`src/rtl/edge_detect_multi.sv`:
```
// ============================================================================
// Module      : edge_detect_multi
// Description : Multi-channel synchronised, debounced edge detector with
//               per-channel edge-mode select, one-cycle pulses and sticky flags.
// Revision    : 1.0 - initial release
// ============================================================================
`default_nettype none

module edge_detect_multi #(
  parameter int N_CH        = 4,
  parameter int SYNC_STAGES = 2,
  parameter int FILT_W      = 4
) (
  input  logic                clk,
  input  logic                nrst,
  input  logic                locked,
  input  logic [N_CH-1:0]     tin,
  input  logic [2*N_CH-1:0]   mode,
  input  logic [FILT_W-1:0]   filt_len,
  input  logic [N_CH-1:0]     clr,
  output logic [N_CH-1:0]     pulse,
  output logic [N_CH-1:0]     level,
  output logic [N_CH-1:0]     sticky,
  output logic                any_sticky
);

  localparam logic [1:0] C_MODE_RISE = 2'b01;
  localparam logic [1:0] C_MODE_FALL = 2'b10;
  localparam logic [1:0] C_MODE_BOTH = 2'b11;

  logic [SYNC_STAGES-1:0][N_CH-1:0] r_sync;
  logic [N_CH-1:0][FILT_W-1:0]      r_cnt;
  logic [N_CH-1:0]                  r_level;
  logic [N_CH-1:0]                  r_pulse;
  logic [N_CH-1:0]                  r_sticky;
  logic                             r_any_sticky;

  logic [N_CH-1:0]                  w_s;
  logic [N_CH-1:0][FILT_W-1:0]      w_cnt_nxt;
  logic [N_CH-1:0]                  w_level_nxt;
  logic [N_CH-1:0]                  w_set;
  logic [N_CH-1:0]                  w_sticky_nxt;

  // Synchroniser runs free of the locked qualifier so it is already settled
  // when the clock becomes valid.
  always_ff @(posedge clk or negedge nrst) begin
    if (!nrst) begin
      r_sync <= '0;
    end else begin
      r_sync <= {r_sync[SYNC_STAGES-2:0], tin};
    end
  end

  assign w_s = r_sync[SYNC_STAGES-1];

  always_comb begin
    w_cnt_nxt   = r_cnt;
    w_level_nxt = r_level;
    w_set       = '0;
    for (int i = 0; i < N_CH; i++) begin
      if (locked) begin
        if (w_s[i] == r_level[i]) begin
          w_cnt_nxt[i] = '0;
        end else if (r_cnt[i] == filt_len) begin
          w_level_nxt[i] = w_s[i];
          w_cnt_nxt[i]   = '0;
          case (mode[2*i +: 2])
            C_MODE_RISE: w_set[i] = w_s[i];
            C_MODE_FALL: w_set[i] = ~w_s[i];
            C_MODE_BOTH: w_set[i] = 1'b1;
            default:     w_set[i] = 1'b0;
          endcase
        end else begin
          // A shrunken filt_len below the running count simply lets it wrap.
          w_cnt_nxt[i] = r_cnt[i] + FILT_W'(1);
        end
      end
    end
  end

  // Set has priority over clear so an edge coinciding with clr is not lost.
  assign w_sticky_nxt = w_set | (r_sticky & ~clr);

  always_ff @(posedge clk or negedge nrst) begin
    if (!nrst) begin
      r_cnt        <= '0;
      r_level      <= '0;
      r_pulse      <= '0;
      r_sticky     <= '0;
      r_any_sticky <= 1'b0;
    end else begin
      r_cnt        <= w_cnt_nxt;
      r_level      <= w_level_nxt;
      r_pulse      <= w_set;
      r_sticky     <= w_sticky_nxt;
      r_any_sticky <= |w_sticky_nxt;
    end
  end

  assign pulse      = r_pulse;
  assign level      = r_level;
  assign sticky     = r_sticky;
  assign any_sticky = r_any_sticky;

endmodule

`default_nettype wire

```
`config.mk`:
```
export PLATFORM = sky130hd
export DESIGN_NAME = edge_detect_multi
export DESIGN_NICKNAME = d
export VERILOG_FILES = /design/src/rtl/edge_detect_multi.sv
export SDC_FILE = /design/constraint.sdc
export NUM_CORES = 1
export LEC_CHECK = 0
export CAP_MARGIN = 20
export CORE_MARGIN = 8
export CORE_UTILIZATION = 40
export CTS_CLUSTER_SIZE = 30
export DETAILED_ROUTE_END_ITERATION = 16
export SLEW_MARGIN = 20
export SYNTH_ARGS = -nofsm -noshare
export SYNTH_HDL_FRONTEND = slang
export SYNTH_SLANG_ARGS = --single-unit
```
`constraint.sdc`:
```
create_clock -name clk -period 2.63 [get_ports clk]
set_clock_uncertainty 0.1 [all_clocks]
set_input_delay 0.3945 -clock clk [delete_from_list [all_inputs] [get_ports clk]]
set_output_delay 0.3945 -clock clk [all_outputs]
set_load 0.02 [all_outputs]
```
==> qor.csv, run 1 <==
stage,metric,value,unit
detailed_routing,final wirelength,3840,um
timing,Pins Over Slew Limit,0,
timing,final hold slack,0.0906,ns
critical_path,startpoint types,input port,
logic_synthesis,Synth Cell Area,1810,um^2
critical_path,Crit path max-delay family,simple AND/OR/NAND/NOR gates,
timing,Worst Max-Slew Pin Slew,0.805,ns
logic_synthesis,asr flop ratio synth,1.00,
logic_synthesis,Main synth FF type,dfrtp_1,
timing,Period minus WS final,1.98,ns
place,Final GP Congestion,0.769,
final_layout,layout cells sized above 1,0.0918,
final_layout,antenna cells,0,
logic_synthesis,Synth Instances,155,
floorplanning,number of I/O pins,36,
logic_synthesis,Synth area leaders,"dfrtp_1 51%, xor2_1 7.7%, nor4_4 4.7%",
logic_synthesis,number of synthesized flops with an enable pin,0,
timing,setup_tns,0,ns
timing,final number of hold-violating endpoints,0,
floorplanning,die height,83.3,um
critical_path,CP Data Arrival Time,2.05,ns
logic_synthesis,post-synthesis sequential area ratio,0.510,
critical_path,CP required,2.70,ns
floorplanning,die width,83.3,um
clock_network,clk slew on worst S/H paths,0.07,ns
logic_synthesis,Netlist cell types,30,
clock_network,Num CTS Buffers,5,
critical_path,Setup CP Type,in2reg,
final_layout,NumNets Final,222,
clock_network,Resized cells post-CTS,0,
pwr,Static Leak,0.00104,uW
final_layout,Area Growth Syn to Fin,26.8,%
clock_network,postcts setup bufs,0,
floorplanning,die area,6950,um^2
detailed_routing,number of vias per cell,5.10,
timing,Fmax achieved,505,MHz
detailed_routing,Remaining DRCs,0,
logic_synthesis,Synth top area share,0.510,
grt,pin count of the biggest net entering global routing,38,
outcome,status,finished clean,
detailed_routing,ANT nets after route,0,
logic_synthesis,top-count cell post-synth,dfrtp_1,
clock_network,hold_buf cts,0,
grt,initial antenna violation count,0,
logic_synthesis,Synth Net Count,182,
logic_synthesis,largest area contributor in the netlist,dfrtp_1,
timing,Final Worst Setup Slack,0.651,ns
place,Post-Place Setup Slack,0.327,ns
critical_path,"Slowest-stage cell, CP",clkdlybuf4s50_1,
final_layout,end-of-flow core utilization,0.528,
clock_network,Skew-Pair Late Insertion Delay,0.28,ns
clock_network,Root Buffer,clkbuf_8,
pwr,Worst VDD drop,0.414,mV
logic_synthesis,Yosys reg bits,37,
timing,RSZ-0062 raised after global routing,no,
critical_path,worst path buffer plus inverter count,1,
floorplanning,Starting Density,0.417,
critical_path,CP endpoint kind,flip-flop,
detailed_routing,routed via count,1265,
logic_synthesis,synth warn,0,
critical_path,CP Max Fanout,6,
clock_network,CTS Buffer Depth,2,
logic_synthesis,"Avg Cell Area, Syn",11.7,um^2
timing,Slew HR,0.464,
floorplanning,Core ar.,4350,um^2
place,hpwl dp,2960,um
detailed_routing,Iter 0 DRT Violations,61,
detailed_routing,drt pass-1 iters,4,
clock_network,H-tree depth,2,
detailed_routing,DR WL/cell,15.5,um
grt,vias in the first global route,1393,
grt,grt ovf,0,
timing,Final period util,0.752,
floorplanning,Core Rows,24,
job,max-cap violations,0,
place,port buffer count,35,
final_layout,fill count,365,
clock_network,CTS tree,built,
grt,global-route wire length before repair,6550,um
critical_path,worst path cell trace,clkdlybuf4s50_1 > xor2_1 > nor4_4 > nand2_2 > mux2_4,
grt,Tot GR Track Use,0.114,
clock_network,CTS Sinks,37,
critical_path,highest cell delay on the worst timing path,0.53,ns
pwr,Power Dens Cells,784,nW/um^2
logic_synthesis,synth cell count leaders,"37 x dfrtp_1, 20 x inv_1, 16 x xor2_1, 8 x nor2b_1, 8 x o22ai_1",
worst_hold_path,Hold/Removal Path Class,in2async,
timing,Final Setup Violations,0,
[cells in the final DEF (no fill, tap or decap)]
master           Yosys  layout
nor4_4               4       4
xnor2_1              4       4
buf_4                0       1
ha_1                 4       4
o311ai_1             2       2
nand3_1              4       4
or2_1                4       4
nand2b_1             2       2
inv_1               20      20
nand4_1              1       1
buf_2                1       1
dfrtp_1             37      37
o21a_1               2       2
a22o_1               4       4
nor2_1               2       2
clkbuf_1             2       3
o21ai_0              4       4
xor2_1              16      16
and3_2               1       1
nor2b_1              8       8
and3_1               1       1
mux2i_1              4       4
nor3b_1              2       2
nand2_2              2       2
a22oi_1              2       2
clkdlybuf4s50_1      0      34
o2bb2ai_1            2       2
o31ai_1              2       2
o22ai_1              8       8
mux2_4               4       4
nand2_1              2       2
a32oi_1              4       4
clkbuf_8             0       5
[power breakdown]
group          internal [uW]  leakage, uW  switching, uW  total, uW
clock network            188    0.0000395            183        371
registers                682     0.000482            134        816
logic                    311     0.000523            304        615
total                   1180      0.00104            620       1800
[logic make-up (layout without fill, tap and decap cells)]
kind of cell	Yosys count	count (layout)	share of synthesized area
buffers and inverters	23	64	0.0483
xor gates and xnor gates	20	20	0.0965
AOI/OAI and AO/OA	30	30	0.121
and+or+nand+nor	33	33	0.141
adders and majority gates	4	4	0.0276
muxes	8	8	0.0552
DFF	37	37	0.510
[metrics by stage]
step / power, uW / instance area, um^2 / instances
2_1_floorplan: 1220 / 1810 / 155
3_3_place_gp: 1410 / 2220 / 240
3_5_place_dp: 1450 / 2220 / 240
4_1_cts: 1830 / 2300 / 248
5_1_grt: 1930 / 2300 / 248
6_report: 1800 / 2300 / 248
[registers in the layout, indices dropped and copies added (netlist names)]
signal      cells
r_cnt          16
pulse           4
w_s             4
r_sync          4
any_sticky      1
level           4
sticky          4
[path summary, 6_finish.rpt]
path | endpoint | from | slack [ns] | depth (start not counted)
worst max-delay path | level[0]$_DFFE_PN0P_ | filt_len[1] | 0.65 | 5
worst min-delay path | r_cnt[14]$_DFFE_PN0P_ | nrst | 0.09 | 1
worst max register to register | level[0]$_DFFE_PN0P_ | r_cnt[1]$_DFFE_PN0P_ | 0.93 | 4
worst min register to register | w_s[3]$_DFF_PN0_ | r_sync[3]$_DFF_PN0_ | 0.25 | 0
max in group asynchronous | pulse[0]$_DFF_PN0_ | nrst | 1.81 | 1
min in group clk | w_s[3]$_DFF_PN0_ | r_sync[3]$_DFF_PN0_ | 0.25 | 0
[layout make-up]
class	count	area, um^2	share of cell area
flip-flops and latches	37	926	0.403
multi-input cells	95	801	0.348
repair buffers	36	353	0.153
clock buffers	8	80.1	0.0348
inverters	20	75.1	0.0326
well taps	52	65.1	0.0283
[layer usage]
| metal | track usage | part of all wire | up-vias |
|---|---|---|---|
| met5 | 0 | 0 | - |
| met4 | 0.0383 | 0.013 | 0 |
| met3 | 0.0498 | 0.064 | 5 |
| met2 | 0.179 | 0.47 | 40 |
| met1 | 0.136 | 0.45 | 605 |
| li1 | - | - | 615 |
No activity file was read; power rests on OpenSTA's default activity.
==> run 2: changes to the inputs <==
--- a/config.mk
+++ b/config.mk
@@ -10,6 +10,7 @@
 export CORE_UTILIZATION = 40
 export CTS_CLUSTER_SIZE = 30
 export DETAILED_ROUTE_END_ITERATION = 16
+export PLACE_DENSITY = 0.67
 export SLEW_MARGIN = 20
 export SYNTH_ARGS = -nofsm -noshare
 export SYNTH_HDL_FRONTEND = slang
==> constraint.sdc (replaced) <==
create_clock -name clk -period 1.7 [get_ports clk]
set_clock_uncertainty 0.1 [all_clocks]
set_input_delay 0.255 -clock clk [delete_from_list [all_inputs] [get_ports clk]]
set_output_delay 0.255 -clock clk [all_outputs]
set_load 0.02 [all_outputs]
==> qor.csv, run 2 (synthesis results as in run 1) <==
stage,metric,value,unit,change
floorplanning,number of I/O pins,36,,unchanged
detailed_routing,number of vias per cell,5.06,,was 5.10
timing,Pins Over Slew Limit,0,,unchanged
clock_network,CTS tree,built,,unchanged
pwr,Switching Fraction,0.336,,was 0.344
detailed_routing,DR WL/cell,14.8,um,was 15.5 um
critical_path,Crit path max-delay family,buffers and inverters,,was simple AND/OR/NAND/NOR gates
timing,setup_tns,0,ns,unchanged
timing,Final Worst Setup Slack,0.0413,ns,was 0.651 ns
critical_path,CP startpoint,level[3]$_DFFE_PN0P_,,was filt_len[1]
timing,Worst Max-Slew Pin Slew,0.454,ns,was 0.805 ns
worst_hold_path,hold path startpoint,r_sync[2]$_DFF_PN0_,,
critical_path,worst path cell trace,clkdlybuf4s50_1,,was clkdlybuf4s50_1 > xor2_1 > nor4_4 > nand2_2 > mux2_4
pwr,Cell Int Power,1950,uW,was 1180 uW
final_layout,antenna cells,0,,unchanged
timing,Period minus WS final,1.66,ns,
grt,global-route wire length before repair,6680,um,was 6550 um
timing,RSZ-0062 raised after global routing,no,,unchanged
worst_hold_path,Hold/Removal Path Class,reg2reg,,was in2async
clock_network,Root Buffer,clkbuf_8,,unchanged
final_layout,end-of-flow core utilization,0.561,,was 0.528
final_layout,most frequent cells in the layout,"37 x dfrtp_1, 27 x clkdlybuf4s50_1, 20 x inv_1",,"was 37 x dfrtp_1, 34 x clkdlybuf4s50_1, 20 x inv_1"
floorplanning,die area,6950,um^2,unchanged
clock_network,clk slew on worst S/H paths,0.07,ns,about the same
timing,Fmax achieved,603,MHz,
grt,pin count of the biggest net entering global routing,38,,unchanged
place,hpwl dp,3050,um,was 2960 um
floorplanning,die width,83.3,um,unchanged
critical_path,CP Max Fanout,4,,was 6
timing,Slew HR,0.697,,was 0.464
clock_network,Skew-Pair Late Insertion Delay,0.29,ns,was 0.28 ns
pwr,Net Sw Power,985,uW,was 620 uW
job,max-cap violations,0,,unchanged
clock_network,CTS Buffer Depth,2,,unchanged
floorplanning,Core ar.,4350,um^2,unchanged
floorplanning,Core Rows,24,,unchanged
pwr,combinational share of power,0.347,,was 0.341
critical_path,R2R Path Start,r_cnt[1]$_DFFE_PN0P_,,unchanged
final_layout,max reg flops,16,,unchanged
grt,Tot GR Track Use,0.116,,was 0.114
floorplanning,die height,83.3,um,unchanged
timing,Final Setup Violations,0,,unchanged
place,Post-Place Setup Slack,-0.410,ns,was 0.327 ns
detailed_routing,routed via count,1320,,was 1265
pwr,Worst VDD drop,0.537,mV,was 0.414 mV
detailed_routing,drt pass-1 iters,4,,unchanged
critical_path,highest cell delay on the worst timing path,0.62,ns,was 0.53 ns
detailed_routing,Remaining DRCs,0,,unchanged
timing,final hold slack,0.250,ns,was 0.0906 ns
critical_path,startpoint types,flip-flop,,was input port
clock_network,H-tree depth,2,,unchanged
grt,vias in the first global route,1406,,was 1393
clock_network,CTS Sinks,37,,unchanged
final_layout,fin cells,261,,was 248
critical_path,CP required,1.34,ns,was 2.70 ns
critical_path,CP Data Arrival Time,1.30,ns,was 2.05 ns
grt,grt ovf,0,,unchanged
place,Final GP Congestion,0.754,,was 0.769
detailed_routing,final wirelength,3860,um,was 3840 um
outcome,status,finished clean,,unchanged
floorplanning,Starting Density,0.417,,unchanged
timing,Final period util,0.976,,
critical_path,"Slowest-stage cell, CP",clkdlybuf4s50_1,,unchanged
place,# placed instances,251,,was 240
pwr,Clock Power Share,0.227,,was 0.206
pwr,Static Leak,0.00117,uW,was 0.00104 uW
timing,final number of hold-violating endpoints,0,,unchanged
final_layout,NumNets Final,235,,was 222
grt,initial antenna violation count,0,,unchanged
final_layout,layout cells sized above 1,0.163,,was 0.0918
critical_path,CP endpoint kind,output port,,was flip-flop
detailed_routing,ANT nets after route,0,,unchanged
critical_path,Setup CP Type,reg2out,,was in2reg
place,port buffer count,35,,unchanged
pwr,Flop pwr share,0.426,,was 0.453
final_layout,Top reg by flops,r_cnt,,unchanged
pwr,Power Dens Cells,1200,nW/um^2,was 784 nW/um^2
final_layout,Area Growth Syn to Fin,34.7,%,was 26.8%
critical_path,worst path buffer plus inverter count,1,,unchanged
final_layout,"most common cell after layout, fill and taps aside",dfrtp_1,,unchanged
clock_network,Num CTS Buffers,5,,unchanged
detailed_routing,Iter 0 DRT Violations,54,,was 61
[run 2: power groups by stage]
stage | logic, uW | clock network, uW | registers, uW
2_1_floorplan | 589 | 0 | 1300
3_3_place_gp | 972 | 0 | 1260
3_5_place_dp | 1010 | 0 | 1270
4_1_cts | 1020 | 685 | 1250
5_1_grt | 1120 | 719 | 1280
6_report | 1020 | 666 | 1250
[run 2: worst register-to-register path: cells and delay by family, from the launching register on]
family                 cells  cell delay [ns]
multiplexers               1             0.29
buffers and inverters      1             0.18
XOR/XNOR                   1             0.18
flip-flops                 1             0.43
AND/OR/NAND/NOR            2             0.33
[run 2: stage by stage]
stage	total power [uW]	area, um^2
final	2930	2440
after global routing	3120	2440
after CTS	2960	2430
after detailed placement	2290	2310
after global placement	2230	2310
after floorplan	1890	1810
[run 2: area by class of cell]
cell class | instances | area (um^2)
Timing Repair Buffer | 49 | 468
Inverter | 20 | 75.1
Tap cell | 52 | 65.1
Multi-Input combinational cell | 95 | 808
Fill cell | 362 | 1910
Sequential cell | 37 | 926
Clock inverter | 1 | 5.00
Clock buffer | 7 | 96.3
[run 2: per-layer routing]
layer,track usage,vias to the layer above,wire [um]
met5,0,-,0
met4,0.0703,0,115
met3,0.0332,9,176
met2,0.183,26,1860
met1,0.137,644,1710
li1,-,641,-
[run 2: timing repair]
action	4_1_cts	5_1_grt
endpoints found under the setup margin	15	6
resized for setup	5	3
endpoints found under the hold margin	37	0
buffers inserted	0	1
hold buffers	1	0
pin swaps	1	1
[run 2: path summary, 6_finish.rpt]
check / to / slack, ns / cells past startpoint
max in group asynchronous: r_sync[0]$_DFF_PN0_ / 0.74 / 3
setup / recovery: level[3] / 0.04 / 1
hold / removal: w_s[2]$_DFF_PN0_ / 0.25 / 0
setup reg to reg: level[0]$_DFFE_PN0P_ / 0.08 / 5
hold reg to reg: w_s[2]$_DFF_PN0_ / 0.25 / 0
min in group asynchronous: r_cnt[15]$_DFFE_PN0P_ / 0.44 / 3
